[config.mk]
export PLATFORM = sky130hd
export DESIGN_NAME = regfile_loader_flat
export DESIGN_NICKNAME = d
export VERILOG_FILES = /design/src/rtl/regfile_loader_if.sv /design/src/rtl/regfile_loader.sv /design/src/flat_wrapper.sv
export SDC_FILE = /design/constraint.sdc
export NUM_CORES = 1
export LEC_CHECK = 0
export BUFFER_PORTS_ARGS = -buffer_cell sky130_fd_sc_hd__clkbuf_2
export CORE_MARGIN = 4
export CORE_UTILIZATION = 52
export CTS_BUF_LIST = sky130_fd_sc_hd__clkbuf_8
export DETAILED_ROUTE_END_ITERATION = 10
export PLACE_DENSITY = 0.83
export SYNTH_ARGS = -nofsm -noshare
export SYNTH_HDL_FRONTEND = slang
export SYNTH_SLANG_ARGS = --single-unit
[constraint.sdc]
create_clock -name clk -period 3.7 [get_ports clk]
set_input_delay 0.74 -clock clk [delete_from_list [all_inputs] [get_ports clk]]
set_output_delay 0.74 -clock clk [all_outputs]
set_load 0.02 [all_outputs]
[src/rtl/regfile_loader_if.sv]
// Byte-stream input and register-file write port of the loader.
// The slave modport is the loader's view; master is the surrounding datapath/source.
interface regfile_loader_if #(
  parameter int DATA_W = 16,
  parameter int ADDR_W = 3
);
  logic              in_valid;
  logic [7:0]        in_data;
  logic              in_ready;
  logic              we3;
  logic [ADDR_W-1:0] wa3;
  logic [DATA_W-1:0] wd3;

  modport master (
    output in_valid, in_data,
    input  in_ready, we3, wa3, wd3
  );

  modport slave (
    input  in_valid, in_data,
    output in_ready, we3, wa3, wd3
  );
endinterface

[src/rtl/regfile_loader.sv]
// Fills registers 0..NREGS-1 from a little-endian byte stream, one word per
// LO/HI/WRITE round, and pulses done after the last write.
module regfile_loader #(
  parameter int DATA_W = 16,
  parameter int ADDR_W = 3,
  parameter int NREGS  = 8
) (
  input  logic             clk,
  input  logic             rst_n,
  input  logic             start,
  input  logic             abort,
  regfile_loader_if.slave  bus,
  output logic             busy,
  output logic             done
);

  typedef enum logic [2:0] {
    IDLE  = 3'd0,
    LO    = 3'd1,
    HI    = 3'd2,
    WRITE = 3'd3,
    DONE  = 3'd4
  } state_t;

  localparam logic [ADDR_W-1:0] LAST_ADDR = ADDR_W'(NREGS - 1);

  state_t            state;
  logic [ADDR_W-1:0] addr;
  logic [7:0]        lo;
  logic [7:0]        hi;
  logic              hs;

  assign hs = bus.in_valid && bus.in_ready;

  // NOTE: all state uses non-blocking assignments so every register samples
  // pre-edge values; blocking here would let addr/lo/hi race the state update.
  always_ff @(posedge clk or negedge rst_n) begin
    if (!rst_n) begin
      state <= IDLE;
      addr  <= '0;
      lo    <= '0;
      hi    <= '0;
    end else if (abort) begin
      state <= IDLE;
      addr  <= '0;
    end else begin
      case (state)
        IDLE: begin
          if (start) begin
            addr  <= '0;
            state <= LO;
          end
        end
        LO: begin
          if (hs) begin
            lo    <= bus.in_data;
            state <= HI;
          end
        end
        HI: begin
          if (hs) begin
            hi    <= bus.in_data;
            state <= WRITE;
          end
        end
        WRITE: begin
          if (addr == LAST_ADDR) begin
            state <= DONE;
          end else begin
            addr  <= addr + 1'b1;
            state <= LO;
          end
        end
        DONE:    state <= IDLE;
        default: state <= IDLE;
      endcase
    end
  end

  // Outputs are pure decodes of registered state, so no input reaches an output
  // in the same cycle; an abort therefore never cancels the write already shown.
  assign bus.in_ready = (state == LO) || (state == HI);
  assign bus.we3      = (state == WRITE);
  assign bus.wa3      = addr;
  assign bus.wd3      = {hi, lo};
  assign busy         = (state != IDLE);
  assign done         = (state == DONE);

endmodule

[src/flat_wrapper.sv]
// flat-port wrapper written by rule: the top's interface ports become plain ports
module regfile_loader_flat 
#(
  parameter int DATA_W = 16,
  parameter int ADDR_W = 3,
  parameter int NREGS  = 8
)
  (clk, rst_n, start, abort, busy, done, bus_in_valid, bus_in_data, bus_in_ready, bus_we3, bus_wa3, bus_wd3);
  regfile_loader_if #(.DATA_W(DATA_W), .ADDR_W(ADDR_W)) bus_i ();
  input  logic clk;
  input  logic rst_n;
  input  logic start;
  input  logic abort;
  output logic busy;
  output logic done;
  input wire logic [$bits(bus_i.in_valid)-1:0] bus_in_valid;
  input wire logic [$bits(bus_i.in_data)-1:0] bus_in_data;
  output wire logic [$bits(bus_i.in_ready)-1:0] bus_in_ready;
  output wire logic [$bits(bus_i.we3)-1:0] bus_we3;
  output wire logic [$bits(bus_i.wa3)-1:0] bus_wa3;
  output wire logic [$bits(bus_i.wd3)-1:0] bus_wd3;
  assign bus_i.in_valid = bus_in_valid;
  assign bus_i.in_data = bus_in_data;
  assign bus_in_ready = bus_i.in_ready;
  assign bus_we3 = bus_i.we3;
  assign bus_wa3 = bus_i.wa3;
  assign bus_wd3 = bus_i.wd3;
  regfile_loader #(.DATA_W(DATA_W), .ADDR_W(ADDR_W), .NREGS(NREGS)) u_core (.clk(clk), .rst_n(rst_n), .start(start), .abort(abort), .bus(bus_i), .busy(busy), .done(done));
endmodule
==> impl_metrics.toml <==
[timing]
drv_slew = 0
finalSetupTns_ns = 0
final_hold_viol_count = 0
worst_slew_pin_slew_ns = 0.528
min_period_ns = 2.06
period_share = 0.556
rsz0062_at_grt = "no"
skew_ns = 0.00185
timing.slew.headroom = 0.648
setup_viol = 0
max_freq_mhz = 486
whs_ns = 0.451

[clock_network]
clk_pin_slew_ns = 0.07
clockRootBuffer = "clkbuf_8"
cts_max_level = 1
cts_setup_buffers = 0
post_cts_resized = 0
clockBufferDepth = 2
cts_tree = "done"
cts_sinks = 22
cts_buffers = 3
hold_buffers = 0
insertion_delay_ns = 0.25

[detailed_routing]
viasPerCell = 5.18
drt_iter0_markers = 3
via_count = 694
routedWlPerCell_um = 14.7
drt-total-wl_mm = 1.98
drc_errors = 0
ant_nets = 0
first_pass_iters = 3

[synthesis]
ys_seq_elements = 22
synth_cells = 74
synth_area_um2 = 1030
synth_cell_type_count = 22
synth_seq_area_share = 0.535
synthesis.nets = 89
syn_avg_cell_area_um2 = 13.9
yosys_warnings = 0

[power_and_ir_drop]
power_frac_comb = 0.341
p_sw_uw = 238
swShare = 0.329
power_per_cell_area_nw_per_um2 = 581
ir_drop_mv = 0.314
clockPowerShare = 0.192
total_power_uw = 725
power.internal_uw = 487
p_seq_frac = 0.467
p_leak_uw = 0.000669

[global_routing]
grt_overflow = 0
grt_use_total = 0.167
grt_max_degree = 23
grt_pass1_vias = 690
grt_pass1_wl_mm = 3.31
grt_antenna_before_repair = 0

[critical_path]
startpoint_type = "flop"
arrival_ns = 1.32
worstSetupStartpoint = "u_core.state[1]"
path_max_fanout = 10
crit_family = "flip-flops"
crit_required_ns = 2.96
crit_type = "reg -> out"
critical-path-slowest-cell = "dfrtp_1"
path_cells = "nor2b_1 -> and2_1 -> clkbuf_2"
r2r_start = "u_core.state[0]"
endpoint_kind = "output pin"
worst-path-buf-inv = 1
crit_path_max_incr_delay_ns = 0.52

[placed_design]
gp_congestion = 0.740
portBuffers = 35
place_area_um2 = 1210
dpl.hpwl_mm = 1.51
placed_cells = 131

[final_layout]
final_common_cell = "clkbuf_2"
fin_nets = 126
num_antenna_cells = 0
layout.cells.non_filler = 134
fin_area_um2 = 1250
area_growth_pct = 21.4
drive_gt1_frac = 0.523
final_cell_mix = "35 x clkbuf_2, 22 x dfrtp_1, 9 x mux2_2"

[floorplan]
die_y_um = 52.5
coreArea_um2 = 1800
rows = 15
num_io_pins = 36
start_util = 0.571
die_x_um = 52.5
dieArea_um2 = 2750

[min_path]
hold_path_class = "in -> async"

[outcome]
status = "completed"

[flow_run]
cap_violations = 0
==> worst register-to-register path, cell delays in order, from the launching register on <==
cell	delay (ns)
dfrtp_1	0.55
nand2_1	0.11
or4_4	0.54
mux2_4	0.33
==> registers in the layout (all words and copies together), names as in the netlist <==
| name | cells |
|---|---|
| u_core.state | 3 |
| u_core.lo | 8 |
| u_core.bus.wa3 | 3 |
| u_core.hi | 8 |
==> through the flow <==
stage,utilization,setup slack (ns)
2_1_floorplan,-,1.91
3_3_place_gp,0.670,1.78
3_5_place_dp,0.670,1.75
4_1_cts,0.693,1.64
5_1_grt,0.693,1.55
6_report,0.693,1.64
==> layer usage <==
layer | vias up | wire length, µm | GRT usage | part of all wire
met5 | - | 0 | 0 | 0
met4 | 0 | 38 | 0.0894 | 0.019
met3 | 4 | 92 | 0.0285 | 0.047
met2 | 19 | 1010 | 0.264 | 0.51
met1 | 337 | 837 | 0.215 | 0.42
li1 | 334 | - | - | -
==> cell families (layout without fill, tap and decap cells) <==
kind of cell / Yosys count / after routing / synth area share
and+or+nand+nor: 24 / 24 / 0.147
DFF: 22 / 22 / 0.535
muxes: 20 / 20 / 0.245
buffers and inverters: 3 / 38 / 0.0268
adders and majority gates: 2 / 2 / 0.0243
AOI/OAI and AO/OA: 2 / 2 / 0.0134
xor gates and xnor gates: 1 / 1 / 0.00852
==> Yosys cell counts <==
cell type  number  area (µm²)
xnor2_1         1        8.76
and4bb_2        1        12.5
nand3b_1        1        7.51
nand2b_1        4        25.0
ha_1            2        25.0
mux2_2          9         101
dfrtp_1        22         551
or3_1           1        6.26
buf_2           1        5.00
nor4b_1         1        8.76
nor3_1          2        10.0
nor2b_1         5        31.3
nor2_1          2        7.51
mux2_4          8         120
or4_4           1        11.3
buf_6           2        22.5
a21oi_1         1        5.00
a2111oi_0       1        8.76
nor3b_1         1        7.51
mux2i_1         3        30.0
nand2_1         3        11.3
and2_1          2        12.5
==> final cells by class <==
type                       instances  area [µm²]
fill                             143         553
tap                               25        31.3
clock buffer                       3        41.3
timing repair buffer              35         175
multi-input combinational         49         450
sequential                        22         551
==> power by group through the flow <==
stage,clock network (µW),logic [µW],registers (µW)
after floorplan,0,97.3,407
after global placement,0,246,338
after detailed placement,0,253,342
after CTS,146,252,339
after global routing,159,263,346
final,139,247,338
==> final timing paths <==
path / end / slack (ns) / depth (start not counted)
setup / recovery: bus_we3 / 1.64 / 3
hold / removal: u_core.bus.wa3[2] / 0.45 / 1
setup reg to reg: u_core.lo[6] / 2.05 / 3
hold reg to reg: u_core.hi[3] / 0.51 / 1
max in group asynchronous: u_core.lo[0] / 2.90 / 1
min in group clk: u_core.hi[3] / 0.51 / 1
No activity file was read; power rests on OpenSTA's default activity.
